$ cat config.mk
export PLATFORM = sky130hd
export DESIGN_NAME = regfile_wb_arbiter_flat
export DESIGN_NICKNAME = d
export VERILOG_FILES = /design/src/rtl/regfile_wb_arbiter_if.sv /design/src/rtl/regfile_wb_arbiter.sv /design/src/flat_wrapper.sv
export SDC_FILE = /design/constraint.sdc
export NUM_CORES = 1
export LEC_CHECK = 0
export BUFFER_PORTS_ARGS = -buffer_cell sky130_fd_sc_hd__buf_4
export CAP_MARGIN = 20
export CORE_MARGIN = 5
export CORE_UTILIZATION = 40
export CTS_CLUSTER_DIAMETER = 80
export CTS_CLUSTER_SIZE = 40
export DETAILED_ROUTE_END_ITERATION = 8
export HOLD_SLACK_MARGIN = 0.08
export PLACE_DENSITY = 0.66
export SKIP_CTS_REPAIR_TIMING = 1
export SYNTH_ARGS = -nofsm -noshare
export SYNTH_HDL_FRONTEND = slang
export SYNTH_SLANG_ARGS = --single-unit
$ cat constraint.sdc
create_clock -name clk -period 8.35 [get_ports clk]
set_input_delay 1.67 -clock clk [delete_from_list [all_inputs] [get_ports clk]]
set_output_delay 1.67 -clock clk [all_outputs]
set_load 0.02 [all_outputs]
$ cat src/rtl/regfile_wb_arbiter_if.sv
// regfile_wb_arbiter_if: ALU/LSU writeback requests and register-file write ports
interface regfile_wb_arbiter_if;
  logic alu_wr_valid;
  logic alu_wr_ready;
  logic [9:0] alu_wr_addr;
  logic [31:0] alu_wr_data;
  logic lsu_wr_valid;
  logic lsu_wr_ready;
  logic [9:0] lsu_wr_addr;
  logic [3:0] lsu_wr_mask;
  logic [127:0] lsu_wr_data;
  logic wr0_en;
  logic [9:0] wr0_addr;
  logic [31:0] wr0_data;
  logic [3:0] wr1_en;
  logic [9:0] wr1_addr;
  logic [127:0] wr1_data;
  logic bad_mask;
  logic idle;
  logic [15:0] stall_cnt;
  modport master (
    output alu_wr_valid, alu_wr_addr, alu_wr_data,
    output lsu_wr_valid, lsu_wr_addr, lsu_wr_mask, lsu_wr_data,
    input alu_wr_ready, lsu_wr_ready,
    input wr0_en, wr0_addr, wr0_data, wr1_en, wr1_addr, wr1_data,
    input bad_mask, idle, stall_cnt
  );
  modport slave (
    input alu_wr_valid, alu_wr_addr, alu_wr_data,
    input lsu_wr_valid, lsu_wr_addr, lsu_wr_mask, lsu_wr_data,
    output alu_wr_ready, lsu_wr_ready,
    output wr0_en, wr0_addr, wr0_data, wr1_en, wr1_addr, wr1_data,
    output bad_mask, idle, stall_cnt
  );
endinterface

$ cat src/rtl/regfile_wb_arbiter.sv
// regfile_wb_arbiter: age-ordered ALU/LSU writeback arbiter; define WB_STALL_CNT_EN for the overlap-stall counter
module regfile_wb_arbiter #(
  parameter int ALU_DEPTH = 2,
  parameter int LSU_DEPTH = 4
) (
  input logic clk,
  input logic rst,
  regfile_wb_arbiter_if.slave bus
);
  localparam logic [2:0] AD = 3'(ALU_DEPTH);
  localparam logic [2:0] LD = 3'(LSU_DEPTH);
  localparam logic [1:0] AL = 2'(ALU_DEPTH - 1);
  localparam logic [1:0] LL = 2'(LSU_DEPTH - 1);
  typedef struct packed {
    logic [3:0] tag;
    logic [9:0] addr;
    logic [31:0] data;
  } alu_ent_t;
  typedef struct packed {
    logic [3:0] tag;
    logic [9:0] addr;
    logic [3:0] mask;
    logic [127:0] data;
  } lsu_ent_t;
  alu_ent_t alu_q [4];
  lsu_ent_t lsu_q [4];
  alu_ent_t ah;
  lsu_ent_t lh;
  logic [1:0] a_wp, a_rp, l_wp, l_rp;
  logic [2:0] a_cnt, l_cnt;
  logic [3:0] tag, a_tag, td;
  logic [9:0] diff, span;
  logic bad_q, a_rdy, l_rdy, a_push, l_acc, l_legal, l_push;
  logic a_v, l_v, overlap, l_older, a_pop, l_pop;
  // Acceptance, tagging and head-to-head overlap/age arbitration
  always_comb begin
    a_rdy = !rst && a_cnt != AD;
    l_rdy = !rst && l_cnt != LD;
    a_push = bus.alu_wr_valid && a_rdy;
    l_acc = bus.lsu_wr_valid && l_rdy;
    l_legal = bus.lsu_wr_mask == 4'b0001 || bus.lsu_wr_mask == 4'b0011 || bus.lsu_wr_mask == 4'b1111;
    l_push = l_acc && l_legal;
    a_tag = l_push ? tag + 4'd1 : tag;
    ah = alu_q[a_rp];
    lh = lsu_q[l_rp];
    a_v = a_cnt != 3'd0;
    l_v = l_cnt != 3'd0;
    span = lh.mask == 4'b0001 ? 10'd1 : lh.mask == 4'b0011 ? 10'd2 : 10'd4;
    diff = ah.addr - lh.addr;
    td = ah.tag - lh.tag;
    l_older = td != 4'd0 && !td[3];
    overlap = a_v && l_v && diff < span;
    a_pop = a_v && !(overlap && l_older);
    l_pop = l_v && !(overlap && !l_older);
  end
  // ALU FIFO: entries carry their arrival tag for the age compare
  always_ff @(posedge clk) begin
    if (rst) begin
      a_wp <= 2'd0;
      a_rp <= 2'd0;
      a_cnt <= 3'd0;
    end else begin
      if (a_push) begin
        alu_q[a_wp] <= '{tag: a_tag, addr: bus.alu_wr_addr, data: bus.alu_wr_data};
        a_wp <= a_wp == AL ? 2'd0 : a_wp + 2'd1;
      end
      if (a_pop) a_rp <= a_rp == AL ? 2'd0 : a_rp + 2'd1;
      a_cnt <= a_cnt + {2'b0, a_push} - {2'b0, a_pop};
    end
  end
  // LSU FIFO: illegal masks are accepted but never enqueued
  always_ff @(posedge clk) begin
    if (rst) begin
      l_wp <= 2'd0;
      l_rp <= 2'd0;
      l_cnt <= 3'd0;
    end else begin
      if (l_push) begin
        lsu_q[l_wp] <= '{tag: tag, addr: bus.lsu_wr_addr, mask: bus.lsu_wr_mask, data: bus.lsu_wr_data};
        l_wp <= l_wp == LL ? 2'd0 : l_wp + 2'd1;
      end
      if (l_pop) l_rp <= l_rp == LL ? 2'd0 : l_rp + 2'd1;
      l_cnt <= l_cnt + {2'b0, l_push} - {2'b0, l_pop};
    end
  end
  // Wrapping sequence tag and sticky illegal-mask flag
  always_ff @(posedge clk) begin
    if (rst) begin
      tag <= 4'd0;
      bad_q <= 1'b0;
    end else begin
      tag <= tag + {3'b0, a_push} + {3'b0, l_push};
      bad_q <= bad_q || (l_acc && !l_legal);
    end
  end
  assign bus.alu_wr_ready = a_rdy;
  assign bus.lsu_wr_ready = l_rdy;
  assign bus.wr0_en = a_pop && !rst;
  assign bus.wr0_addr = ah.addr;
  assign bus.wr0_data = ah.data;
  assign bus.wr1_en = (l_pop && !rst) ? lh.mask : 4'b0000;
  assign bus.wr1_addr = lh.addr;
  assign bus.wr1_data = lh.data;
  assign bus.bad_mask = bad_q && !rst;
  assign bus.idle = rst || (!a_v && !l_v);
`ifdef WB_STALL_CNT_EN
  logic [15:0] stall_q;
  // Count cycles where an overlapping younger head is held back
  always_ff @(posedge clk) begin
    if (rst) stall_q <= 16'd0;
    else if (overlap && stall_q != 16'hFFFF) stall_q <= stall_q + 16'd1;
  end
  assign bus.stall_cnt = rst ? 16'd0 : stall_q;
`else
  assign bus.stall_cnt = 16'd0;
`endif
endmodule

$ cat src/flat_wrapper.sv
// flat-port wrapper written by rule: the top's interface ports become plain ports
module regfile_wb_arbiter_flat 
#(
  parameter int ALU_DEPTH = 2,
  parameter int LSU_DEPTH = 4
)
  (clk, rst, bus_alu_wr_valid, bus_alu_wr_addr, bus_alu_wr_data, bus_lsu_wr_valid, bus_lsu_wr_addr, bus_lsu_wr_mask, bus_lsu_wr_data, bus_alu_wr_ready, bus_lsu_wr_ready, bus_wr0_en, bus_wr0_addr, bus_wr0_data, bus_wr1_en, bus_wr1_addr, bus_wr1_data, bus_bad_mask, bus_idle, bus_stall_cnt);
  regfile_wb_arbiter_if bus_i ();
  input logic clk;
  input logic rst;
  input wire logic [$bits(bus_i.alu_wr_valid)-1:0] bus_alu_wr_valid;
  input wire logic [$bits(bus_i.alu_wr_addr)-1:0] bus_alu_wr_addr;
  input wire logic [$bits(bus_i.alu_wr_data)-1:0] bus_alu_wr_data;
  input wire logic [$bits(bus_i.lsu_wr_valid)-1:0] bus_lsu_wr_valid;
  input wire logic [$bits(bus_i.lsu_wr_addr)-1:0] bus_lsu_wr_addr;
  input wire logic [$bits(bus_i.lsu_wr_mask)-1:0] bus_lsu_wr_mask;
  input wire logic [$bits(bus_i.lsu_wr_data)-1:0] bus_lsu_wr_data;
  output wire logic [$bits(bus_i.alu_wr_ready)-1:0] bus_alu_wr_ready;
  output wire logic [$bits(bus_i.lsu_wr_ready)-1:0] bus_lsu_wr_ready;
  output wire logic [$bits(bus_i.wr0_en)-1:0] bus_wr0_en;
  output wire logic [$bits(bus_i.wr0_addr)-1:0] bus_wr0_addr;
  output wire logic [$bits(bus_i.wr0_data)-1:0] bus_wr0_data;
  output wire logic [$bits(bus_i.wr1_en)-1:0] bus_wr1_en;
  output wire logic [$bits(bus_i.wr1_addr)-1:0] bus_wr1_addr;
  output wire logic [$bits(bus_i.wr1_data)-1:0] bus_wr1_data;
  output wire logic [$bits(bus_i.bad_mask)-1:0] bus_bad_mask;
  output wire logic [$bits(bus_i.idle)-1:0] bus_idle;
  output wire logic [$bits(bus_i.stall_cnt)-1:0] bus_stall_cnt;
  assign bus_i.alu_wr_valid = bus_alu_wr_valid;
  assign bus_i.alu_wr_addr = bus_alu_wr_addr;
  assign bus_i.alu_wr_data = bus_alu_wr_data;
  assign bus_i.lsu_wr_valid = bus_lsu_wr_valid;
  assign bus_i.lsu_wr_addr = bus_lsu_wr_addr;
  assign bus_i.lsu_wr_mask = bus_lsu_wr_mask;
  assign bus_i.lsu_wr_data = bus_lsu_wr_data;
  assign bus_alu_wr_ready = bus_i.alu_wr_ready;
  assign bus_lsu_wr_ready = bus_i.lsu_wr_ready;
  assign bus_wr0_en = bus_i.wr0_en;
  assign bus_wr0_addr = bus_i.wr0_addr;
  assign bus_wr0_data = bus_i.wr0_data;
  assign bus_wr1_en = bus_i.wr1_en;
  assign bus_wr1_addr = bus_i.wr1_addr;
  assign bus_wr1_data = bus_i.wr1_data;
  assign bus_bad_mask = bus_i.bad_mask;
  assign bus_idle = bus_i.idle;
  assign bus_stall_cnt = bus_i.stall_cnt;
  regfile_wb_arbiter #(.ALU_DEPTH(ALU_DEPTH), .LSU_DEPTH(LSU_DEPTH)) u_core (.clk(clk), .rst(rst), .bus(bus_i));
endmodule
==> flow_summary.html <==
<table>
<tr><th>Metric</th><th>Value</th></tr>
<tr><th colspan="2">Pwr</th></tr>
<tr><td>Power per Cell Area</td><td>282.8 mW/mm^2</td></tr>
<tr><td>Leakage</td><td>11.45 nW</td></tr>
<tr><td>Max IR drop VDD</td><td>207.4 uV</td></tr>
<tr><th colspan="2">Logic synthesis</th></tr>
<tr><td>Per-instance average area after synthesis</td><td>23.89 sq um</td></tr>
<tr><td>Synthesized cell area</td><td>0.02953 sq mm</td></tr>
<tr><td>Async SR Flop Fraction</td><td>0</td></tr>
<tr><td>Sequential cell area fraction in the yosys report</td><td>0.7965</td></tr>
<tr><td>Count of state elements after synthesis</td><td>791</td></tr>
<tr><td>Synthesis Warnings</td><td>0</td></tr>
<tr><td>Flip-flop cell with the highest count after synthesis</td><td>sky130_fd_sc_hd__edfxtp_1</td></tr>
<tr><td>Number of enable flip-flop cells after synthesis</td><td>768</td></tr>
<tr><td>Number of library cell types mapped by synthesis</td><td>45</td></tr>
<tr><td>Synthesized netlist cell count</td><td>1236</td></tr>
<tr><th colspan="2">Global route</th></tr>
<tr><td>Wire length of the first global-routing pass</td><td>90.73 mm</td></tr>
<tr><td>Total global routing overflow</td><td>0</td></tr>
<tr><td>Global Route Usage Sum</td><td>0.1505</td></tr>
<tr><td>Vias in the first global route</td><td>14056</td></tr>
<tr><td>Maximum number of pins on one net before global-route repair</td><td>102</td></tr>
<tr><td>Initial antenna violation count</td><td>10</td></tr>
<tr><th colspan="2">Timing</th></tr>
<tr><td>Final Hold Viols</td><td>0</td></tr>
<tr><td>Final hold slack</td><td>0.4524 ns</td></tr>
<tr><td>Maximum clock frequency</td><td>152.1 MHz</td></tr>
<tr><td>Setup TNS</td><td>0 ns</td></tr>
<tr><td>Skew final</td><td>0.03509 ns</td></tr>
<tr><td>Slew @ Worst Pin</td><td>1.071 ns</td></tr>
<tr><td>Crit path time final</td><td>6.573 ns</td></tr>
<tr><td>Unrepaired setup endpoints after global routing</td><td>false</td></tr>
<tr><td>Final setup viols</td><td>0</td></tr>
<tr><td>Max-slew violation total from the final report</td><td>0</td></tr>
<tr><td>Fraction of the cycle the final worst path needs</td><td>0.7872</td></tr>
<tr><td>Max-Slew Margin vs Limit</td><td>0.2832</td></tr>
<tr><th colspan="2">Setup path</th></tr>
<tr><td>Largest delay contributor family on the critical path</td><td>compound AO/OA/AOI/OAI gates</td></tr>
<tr><td>Number of cell instances on the worst register-to-register path</td><td>17</td></tr>
<tr><td>Startpoint class of the critical path</td><td>register</td></tr>
<tr><td>Worst Path Max Fanout</td><td>25</td></tr>
<tr><td>Crit end category</td><td>primary output</td></tr>
<tr><td>Cells along the critical path</td><td>buf_4 &gt; mux4_2 &gt; ha_1 &gt; and2_1 &gt; a221o_1 &gt; a2111o_1 &gt; a32o_1 &gt; nor3b_2 &gt; a31oi_1 &gt; and2_1 &gt; buf_4</td></tr>
<tr><td>Internal reg-to-reg setup slack</td><td>3.07 ns</td></tr>
<tr><td>Worst EP arrival</td><td>4.90 ns</td></tr>
<tr><td>Buffers plus inverters on the worst setup path</td><td>2</td></tr>
<tr><td>Max incr delay on CP</td><td>0.65 ns</td></tr>
<tr><td>Critical R2R Capture</td><td>u_core.l_cnt[2]</td></tr>
<tr><td>Worst setup path category</td><td>register to primary output</td></tr>
<tr><td>Worst Path Required</td><td>6.68 ns</td></tr>
<tr><td>Slowest cell on the critical path</td><td>sky130_fd_sc_hd__dfxtp_4</td></tr>
<tr><th colspan="2">Cells and area</th></tr>
<tr><td>Reg area</td><td>0.02354 sq mm</td></tr>
<tr><td>Final standard cell utilization of the core</td><td>0.4766</td></tr>
<tr><td>Total Nets Final</td><td>1839</td></tr>
<tr><td>Count of fill cells added during filler insertion</td><td>5976</td></tr>
<tr><td>Finished layout cell area</td><td>0.03483 sq mm</td></tr>
<tr><td>Fraction of final layout cells sized beyond drive strength 1</td><td>0.4029</td></tr>
<tr><td>Total area of multi-input combinational cells</td><td>0.005694 sq mm</td></tr>
<tr><td>P&amp;R area growth vs syn</td><td>17.94%</td></tr>
<tr><th colspan="2">Detailed routing</th></tr>
<tr><td>Detailed-route via count</td><td>13361</td></tr>
<tr><td>Number of nets with antenna violations after detailed routing</td><td>0</td></tr>
<tr><td>Average wire length per cell after detail routing</td><td>23.29 um</td></tr>
<tr><td>Starting DRT DRC Count</td><td>927</td></tr>
<tr><td>1st-pass router iterations</td><td>4</td></tr>
<tr><td>Total Wirelength</td><td>60.84 mm</td></tr>
<tr><td>Post-route DRC violation count</td><td>0</td></tr>
<tr><td>Vias/cell</td><td>5.115</td></tr>
<tr><th colspan="2">Placement</th></tr>
<tr><td>Routability congestion estimate</td><td>0.8032</td></tr>
<tr><td>Sum of net half-perimeters after detailed placement</td><td>39.21 mm</td></tr>
<tr><td># port buffers</td><td>376</td></tr>
<tr><td>Area after DPL</td><td>0.03352 sq mm</td></tr>
<tr><th colspan="2">Clock network</th></tr>
<tr><td>Sink count of the clock tree</td><td>791</td></tr>
<tr><td>Number of buffers created by CTS</td><td>36</td></tr>
<tr><td>H-tree depth</td><td>2</td></tr>
<tr><td>Clock latency reported for the late side of the worst-skew pair</td><td>0.61 ns</td></tr>
<tr><td>Worst-path clk slew</td><td>0.12 ns</td></tr>
<tr><td>Buffer levels on the longest clock path</td><td>3</td></tr>
<tr><td>TritonCTS clock tree</td><td>built</td></tr>
<tr><td>Root buffer selected by CTS</td><td>sky130_fd_sc_hd__clkbuf_16</td></tr>
<tr><th colspan="2">Floorplan</th></tr>
<tr><td>Height of the chip</td><td>281.7 um</td></tr>
<tr><td>Die ar.</td><td>0.07936 sq mm</td></tr>
<tr><td>Standard-cell rows</td><td>99</td></tr>
<tr><td>Chip width</td><td>281.7 um</td></tr>
<tr><td>CORE AREA</td><td>0.07308 sq mm</td></tr>
<tr><td>Initial core utilization</td><td>0.4041</td></tr>
<tr><td>Number of placed I/O pins</td><td>393</td></tr>
<tr><th colspan="2">Flow run</th></tr>
<tr><td>Max-cap check violation count</td><td>0</td></tr>
<tr><th colspan="2">Hold path</th></tr>
<tr><td>Origin of the worst min-delay path</td><td>u_core.a_rp[1]</td></tr>
<tr><td>Class of the tightest hold or removal check</td><td>register to register</td></tr>
<tr><td>Worst Hold Path Cells</td><td>2</td></tr>
<tr><th colspan="2">Run status</th></tr>
<tr><td>Status</td><td>complete, no violations</td></tr>
</table>
-- cell usage in the layout (no fill, tap or decap), types with 12 or more instances in the layout --
master and count:
sky130_fd_sc_hd__edfxtp_1 768, sky130_fd_sc_hd__buf_4 387, sky130_fd_sc_hd__mux4_2 192, sky130_fd_sc_hd__clkbuf_16 36, sky130_fd_sc_hd__inv_1 28, sky130_fd_sc_hd__ha_1 26, sky130_fd_sc_hd__dfxtp_1 19, sky130_fd_sc_hd__nor2_1 18
sky130_fd_sc_hd__conb_1 16, sky130_fd_sc_hd__a21oi_1 12
-- report_power, final --
group | leakage, nW | total (mW) | internal, mW | switching (mW)
Combinational | 3.72 | 3.05 | 1.42 | 1.63
Sequential | 7.11 | 4.58 | 4.44 | 0.145
Clock | 0.617 | 2.22 | 0.902 | 1.31
Total | 11.4 | 9.85 | 6.76 | 3.09
-- synth_stat cells, types with 2 or more instances --
cell                          n  area (sq um)
sky130_fd_sc_hd__buf_1       23         86.33
sky130_fd_sc_hd__nand4_1      2         12.51
sky130_fd_sc_hd__inv_1       28         105.1
sky130_fd_sc_hd__a21oi_1     12         60.06
sky130_fd_sc_hd__a211o_1      2         17.52
sky130_fd_sc_hd__nor3_1       5         25.02
sky130_fd_sc_hd__fa_1         5         100.1
sky130_fd_sc_hd__mux2_2       2         22.52
sky130_fd_sc_hd__dfxtp_1     23         460.4
sky130_fd_sc_hd__xor2_1       6         52.55
sky130_fd_sc_hd__xnor2_1      7         61.31
sky130_fd_sc_hd__o21ai_0      5         25.02
sky130_fd_sc_hd__nor2b_1     10         62.56
sky130_fd_sc_hd__and2_1      10         62.56
sky130_fd_sc_hd__nand3_1      8         40.04
sky130_fd_sc_hd__nand2_1     10         37.54
sky130_fd_sc_hd__mux4_2     192          4324
sky130_fd_sc_hd__a2111oi_0    2         17.52
sky130_fd_sc_hd__buf_4       16         120.1
sky130_fd_sc_hd__a21o_1       4         30.03
sky130_fd_sc_hd__nor2_1      19         71.32
sky130_fd_sc_hd__nor3b_2      2         25.02
sky130_fd_sc_hd__and3_1       2         12.51
sky130_fd_sc_hd__nand2b_1     4         25.02
sky130_fd_sc_hd__ha_1        26         325.3
sky130_fd_sc_hd__clkbuf_1    19         71.32
sky130_fd_sc_hd__a31oi_1      3         18.77
sky130_fd_sc_hd__edfxtp_1   768         23060
sky130_fd_sc_hd__nor3b_1      3         22.52
sky130_fd_sc_hd__mux2i_1      3         30.03
-- logic make-up after synthesis --
kind of cell	Yosys count	synth area share
XOR/XNOR	14	0.004618
flip-flops	791	0.7965
AO/OA/AOI/OAI	36	0.008263
buffers and inverters	88	0.01352
multiplexers	198	0.1486
adder cells (fa/ha/maj)	31	0.01441
other	1	0.0001270
AND/OR/NAND/NOR	77	0.01394
-- area by class of cell --
cell class	instances	area share
Multi-Input combinational cell	372	0.1635
Inverter	28	0.003018
Tap cell	959	0.03445
Clock buffer	40	0.02658
Clock inverter	26	0.01067
Sequential cell	791	0.6757
Antenna cell	5	0.0003592
Timing Repair Buffer	391	0.08571
-- how the worst max path moves through the flow --
| stage | startpoint | end | slack (ns) | depth (start not counted) |
|---|---|---|---|---|
| after global routing | register | bus_wr1_en[1] | 1.30 | 12 |
| final | register | bus_wr1_en[2] | 1.78 | 11 |
| after detailed placement | register | bus_wr1_en[3] | 2.35 | 12 |
| after CTS | register | bus_wr1_en[3] | 1.65 | 12 |
| after floorplan | rst | u_core.lsu_q[1][0] | 1.66 | 4 |
| after global placement | register | bus_wr1_en[2] | 2.28 | 12 |
-- tightest hold or removal path, cell delays in order (launching register included) --
cell and delay [ns]:
sky130_fd_sc_hd__dfxtp_1 0.32, sky130_fd_sc_hd__nand2b_1 0.06, sky130_fd_sc_hd__a21oi_1 0.05
-- per-layer routing --
metal,GRT usage,up-vias,routed length (um)
met1,0.1916,7037,23520
li1,-,5892,-
met4,0.04657,6,1659
met5,0,-,46
met3,0.04190,73,4324
met2,0.2543,353,31290
-- per-stage QoR --
stage / instances / worst slack, ns / power (mW)
2_1_floorplan: 1251 / 1.661 / 6.578
3_3_place_gp: 2541 / 2.283 / 7.751
3_5_place_dp: 2541 / 2.346 / 7.779
4_1_cts: 2607 / 1.650 / 9.996
5_1_grt: 2611 / 1.297 / 10.33
6_report: 2612 / 1.777 / 9.849
-- sequential cells by signal, summed over array words and instances (netlist names), named ones only --
signal        cells
u_core.lsu_q    584
u_core.alu_q    184
u_core.tag        4
u_core.a_cnt      3
u_core.l_cnt      3
u_core.a_rp       2
u_core.a_wp       2
u_core.l_rp       2
u_core.l_wp       2
u_core.bad_q      1
Note: power is estimated with default switching activity, not from simulation.
